$ cat config.mk
export PLATFORM = sky130hd
export DESIGN_NAME = logic_unit_pipe
export DESIGN_NICKNAME = d
export VERILOG_FILES = /design/src/rtl/logic_unit_pipe.sv
export SDC_FILE = /design/constraint.sdc
export NUM_CORES = 1
export LEC_CHECK = 0
export BUFFER_PORTS_ARGS = -buffer_cell sky130_fd_sc_hd__buf_4
export CAP_MARGIN = 10
export CORE_MARGIN = 10
export CORE_UTILIZATION = 58
export DETAILED_ROUTE_END_ITERATION = 12
export PLACE_DENSITY_LB_ADDON = 0.2
export SLEW_MARGIN = 0
export SYNTH_ARGS = -nofsm -noshare
export SYNTH_HDL_FRONTEND = slang
export SYNTH_SLANG_ARGS = --single-unit
export TNS_END_PERCENT = 5
$ cat constraint.sdc
create_clock -name clk -period 1.8 [get_ports clk]
set_input_delay 0.27 -clock clk [delete_from_list [all_inputs] [get_ports clk]]
set_output_delay 0.27 -clock clk [all_outputs]
set_load 0.1 [all_outputs]
$ cat src/rtl/logic_unit_pipe.sv
// rtl/logic_unit_pipe.sv - registered bitwise logic unit with optional multi-beat fold
//
// Purpose:
//   Applies one of eight bitwise operations to WIDTH-bit operands per accepted
//   beat and presents the result from a single output register behind a
//   valid/ready handshake. When the LOGIC_UNIT_FOLD_EN macro is defined, a
//   fold sequence chains the operation across several beats through an
//   accumulator and emits one result on the last beat.
//
// Configuration macro:
//   LOGIC_UNIT_FOLD_EN - defined: fold FSM and accumulator present.
//                        undefined: in_fold/in_last ignored, one output per beat.
//
// Ports:
//   clk         rising-edge clock
//   rst_n       asynchronous active-low reset
//   in_valid    input beat valid
//   in_ready    block can accept a beat (depends on out_valid/out_ready only)
//   in_a        operand A (replaced by the accumulator inside a fold)
//   in_b        operand B
//   in_op       0 NOT a, 1 AND, 2 OR, 3 XOR, 4 NOR, 5 NAND, 6 XNOR, 7 PASS a
//   in_fold     beat belongs to a fold sequence
//   in_last     final beat of a fold sequence
//   out_valid   result valid
//   out_ready   consumer accepts result
//   out_y       result
//   out_zero    out_y == 0
//   out_parity  XOR-reduction of out_y

module logic_unit_pipe #(
  parameter int WIDTH = 8
) (
  input  logic             clk,
  input  logic             rst_n,
  input  logic             in_valid,
  output logic             in_ready,
  input  logic [WIDTH-1:0] in_a,
  input  logic [WIDTH-1:0] in_b,
  input  logic [2:0]       in_op,
  input  logic             in_fold,
  input  logic             in_last,
  output logic             out_valid,
  input  logic             out_ready,
  output logic [WIDTH-1:0] out_y,
  output logic             out_zero,
  output logic             out_parity
);

  localparam logic [2:0] OP_NOT  = 3'd0;
  localparam logic [2:0] OP_AND  = 3'd1;
  localparam logic [2:0] OP_OR   = 3'd2;
  localparam logic [2:0] OP_XOR  = 3'd3;
  localparam logic [2:0] OP_NOR  = 3'd4;
  localparam logic [2:0] OP_NAND = 3'd5;
  localparam logic [2:0] OP_XNOR = 3'd6;

  // Pure bitwise evaluation; PASS (7) is the fall-through case.
  function automatic logic [WIDTH-1:0] apply_op(
    input logic [2:0]       op,
    input logic [WIDTH-1:0] a,
    input logic [WIDTH-1:0] b
  );
    logic [WIDTH-1:0] r;
    case (op)
      OP_NOT:  r = ~a;
      OP_AND:  r = a & b;
      OP_OR:   r = a | b;
      OP_XOR:  r = a ^ b;
      OP_NOR:  r = ~(a | b);
      OP_NAND: r = ~(a & b);
      OP_XNOR: r = ~(a ^ b);
      default: r = a;
    endcase
    return r;
  endfunction

  logic             accept;
  logic             produce;   // accepted beat that writes the output register
  logic [WIDTH-1:0] op_res;    // result of this beat's operation

  // Output slot is free when empty or being drained this cycle.
  assign in_ready = !out_valid || out_ready;
  assign accept   = in_valid && in_ready;

`ifdef LOGIC_UNIT_FOLD_EN

  typedef enum logic {
    S_IDLE = 1'b0,
    S_FOLD = 1'b1
  } state_t;

  state_t           state;
  state_t           state_nxt;
  logic [WIDTH-1:0] acc;
  logic [WIDTH-1:0] op_a;
  logic             acc_load;

  // State register (and accumulator, which only moves with the FSM).
  always_ff @(posedge clk or negedge rst_n) begin
    if (!rst_n) begin
      state <= S_IDLE;
      acc   <= '0;
    end else begin
      state <= state_nxt;
      if (accept) begin
        // Any beat that leaves the fold (last or abort) discards the partial value.
        if (acc_load) acc <= op_res;
        else          acc <= '0;
      end
    end
  end

  // Next-state logic: only a non-last fold beat keeps (or enters) FOLD.
  always_comb begin
    state_nxt = state;
    if (accept) begin
      if (in_fold && !in_last) state_nxt = S_FOLD;
      else                     state_nxt = S_IDLE;
    end
  end

  // Output logic: inside a fold the accumulator stands in for operand A,
  // so NOT/PASS act on the running value.
  always_comb begin
    op_a     = in_a;
    produce  = 1'b0;
    acc_load = 1'b0;
    if (state == S_FOLD && in_fold) op_a = acc;
    op_res = apply_op(in_op, op_a, in_b);
    if (accept) begin
      if (in_fold && !in_last) acc_load = 1'b1;
      else                     produce  = 1'b1;
    end
  end

`else

  logic unused_fold_inputs;

  assign unused_fold_inputs = in_fold ^ in_last;
  assign op_res             = apply_op(in_op, in_a, in_b);
  assign produce            = accept;

`endif

  // Output register: a new result overwrites even while being drained, so
  // out_valid stays high across back-to-back accepts.
  always_ff @(posedge clk or negedge rst_n) begin
    if (!rst_n) begin
      out_valid  <= 1'b0;
      out_y      <= '0;
      out_zero   <= 1'b0;
      out_parity <= 1'b0;
    end else if (produce) begin
      out_valid  <= 1'b1;
      out_y      <= op_res;
      out_zero   <= (op_res == '0);
      out_parity <= ^op_res;
    end else if (out_ready) begin
      out_valid  <= 1'b0;
    end
  end

endmodule

==> metrics.cfg <==
[critical_path]
cpPeakStageDelay_ps = 280
rr_worst_depth = 4
reg2reg_from = out_valid
worstReg2RegEnd = out_y[1]
reg2reg_slack_ps = 440
arrival_ps = 2120
crit_path_end_kind = flip-flop
cp_slowest_cell = ha_1
crit_fanout = 4
critical_path_required_ps = 1950
crit_path_start_kind = input port
crit_chain = buf_4 -> buf_4 -> ha_1 -> a32oi_2 -> o221a_2 -> o21bai_1 -> ha_1 -> xnor2_2 -> xnor2_1 -> o21ai_1
setup.worst_path.class = input port to flip-flop

[detailed_routing]
via_per_inst = 6.200
drc = 0
wl_mm = 5.740
via_count = 1705
ant_nets = 0
routedWlPerCell_um = 20.87
drtPass1Iterations = 4
drt_first_iter_violations = 162

[logic_synthesis]
ys.flop_type = dfrtp_1
synth_top_area_cell = dfrtp_1
synthAdderAreaFrac_pct = 17.26
synth-xor-area-share_pct = 2.416
post_synth_and_or_nand_nor_area_fraction_pct = 17.60
synthTopCellsByArea = dfrtp_1 (19%), ha_1 (17%), a221oi_2 (6.2%)
synth-edff-count = 0
synthesis.area_um2 = 1450
synth_top_family_by_area = compound AO/OA/AOI/OAI gates
synth_compound_area_share_pct = 30.11
synth_seq_cells = 11
synth.top_cell.area_share_pct = 18.98
avgSynthCellArea_um2 = 8.632
async_flop_share_pct = 100.0
synth.distinct_cells = 44
syn_inst = 168
yosys_warnings = 0
synthMuxAreaShare_pct = 2.157
ys_seq_area_share_pct = 18.98
syn-num-nets = 213
ys_top_cells_by_count = ha_1 (20), inv_1 (20), nand2_1 (13), nor2_1 (13), dfrtp_1 (11)

[clocking]
cts_buffers = 3
htreeDepth = 1
clk_latency_ps = 280
clk_pin_slew_worst_paths_ps = 80
clock_sinks = 11
clockBufferDepth = 2
cts_tree = built
cts_root_buf = clkbuf_4

[sta]
rsz0062_at_grt = yes
setup_viol = 1
hold_violations = 0
max_freq_ghz = 0.5084
fin_ws_ps = -167.1
setup_tns_ps = -167.1
slew_violations = 0
relSlewSlack_pct = 69.15
period_share_pct = 109.3
post-route-min-period_ps = 1967
fin_skew_ps = 2.991
worstMarginPinSlew_ps = 461.7

[power_and_ir_drop]
ir_drop_mv = 0.8557
power.leakage_nw = 1.108
power-per-cell-area_nw_per_um2 = 678.9

[layout]
n_fill_cell = 70
drive_gt1_share_pct = 50.61
seqCellArea_um2 = 276.5
syn2layout_area_growth_pct = 58.15
design_area_um2 = 2293
num_antenna_cells = 0
multi_input_area_um2 = 1179
fin_nets = 291

[floorplanning]
dieArea_um2 = 4900
core_area_um2 = 2432
die_y_um = 70
io_pins = 37
die_x_um = 70
start_util_pct = 59.62
placementRows = 18

[grt]
grt_overflow = 0
grtUsageTotal_pct = 16.84
antenna_found_initial = 0
grt_max_degree = 26
grt_first_pass_wirelength_mm = 7.224
grt_pass1_vias = 1589

[place]
postPlaceCellArea_um2 = 2003
hpwl_mm = 3.371
globalplace.congestion = 0.8285
numPortBuffers = 34

[hold_path]
hold-path-cell-count = 2
worstHoldStart = in_valid
holdPathEnd = out_valid
hold_path_class = input port to flip-flop

[job]
max_cap_violations = 0

[outcome]
outcome = finished with violations
violations = negative setup slack

-- per-stage QoR --
stage	util [%]	std cells	total power, W	worst slack [ps]	hold WS [ps]
6_report	94.29	275	0.001557	-167.1	201.4
2_1_floorplan	-	168	0.0009525	-102.2	-25.59
3_5_place_dp	82.36	262	0.001224	-398.8	110.2
4_1_cts	86.52	270	0.001417	-85.96	211.5
5_1_grt	94.29	275	0.001612	-243.4	222.0
3_3_place_gp	82.36	262	0.001189	-338.9	103.5
-- worst max-delay path: cells and delay by family --
family,cells,cell delay [ps]
fa+ha+maj,2,520
buf+inv,2,250
compound gates,4,700
xor+xnor,2,360
-- routing by layer --
| layer | GRT usage, % | vias up | share of wire (%) | wire length [µm] |
|---|---|---|---|---|
| met5 | 0 | - | 0 | 0 |
| met3 | 2.401 | 45 | 6.5 | 372 |
| li1 | - | 757 | - | - |
| met4 | 3.947 | 0 | 6.6 | 380 |
| met1 | 17.94 | 804 | 36 | 2081 |
| met2 | 33.23 | 99 | 51 | 2905 |
-- layout make-up --
type / instances / share of cell area (%)
flip-flops and latches: 11 / 12.06
inverters: 21 / 4.310
multi-input cells: 127 / 51.39
repair buffers: 82 / 29.46
well taps: 30 / 1.637
clock buffers: 4 / 1.146
-- power by group --
| group | switching, W | total (W) | internal (W) |
|---|---|---|---|
| registers | 0.0000238 | 0.000315 | 0.000291 |
| logic | 0.000672 | 0.00106 | 0.000391 |
| clock network | 0.0000940 | 0.000180 | 0.0000862 |
-- sequential cells by signal, indices dropped and copies added, names as in the netlist --
register and flops:
out_parity 1, out_valid 1, out_y 8, out_zero 1
-- cell usage in the layout, fill, tap and decap left out, types with 2 or more instances in the layout --
cell type	synthesis	routed
a221o_1	2	2
a221oi_2	6	5
a22o_1	2	2
a32oi_2	0	2
and2_1	3	3
and3b_1	2	2
buf_4	1	72
buf_6	4	4
buf_8	0	4
clkbuf_4	0	3
dfrtp_1	11	10
ha_1	20	14
ha_4	0	5
inv_1	20	14
inv_2	1	2
inv_4	0	3
mux2i_1	2	2
nand2_1	13	13
nand2b_1	8	6
nor2_1	13	13
nor2b_1	3	3
nor3b_2	0	2
o211ai_1	3	3
o21ai_0	4	4
o21ai_1	9	8
o21bai_1	4	4
o221ai_2	0	3
o22a_1	2	2
o2bb2ai_1	3	3
xnor2_2	0	2
-- worst max path at each step --
stage / from / end / depth (start not counted)
floorplan: in_a[7] / out_parity / 9
global placement: in_a[4] / out_parity / 11
detailed placement: in_a[4] / out_parity / 11
CTS: in_a[7] / out_parity / 10
global route: in_a[3] / out_parity / 11
finish: in_a[5] / out_parity / 10
-- timing repair --
item | CTS | global route
setup buffers | 3 | 5
pin swaps | 11 | 18
endpoints found under the setup margin | 1 | 1
hold buffers | 1 | 0
endpoints found under the hold margin | 11 | 0
resized for setup | 8 | 28
-- logic make-up (layout without fill, tap and decap cells) --
group	Yosys count	after routing
AOI/OAI and AO/OA	50	50
and+or+nand+nor	50	50
buffers and inverters	30	107
adders and majority gates	20	20
DFF	11	11
xor gates and xnor gates	4	4
muxes	3	3
(Power assumes the default switching activity.)
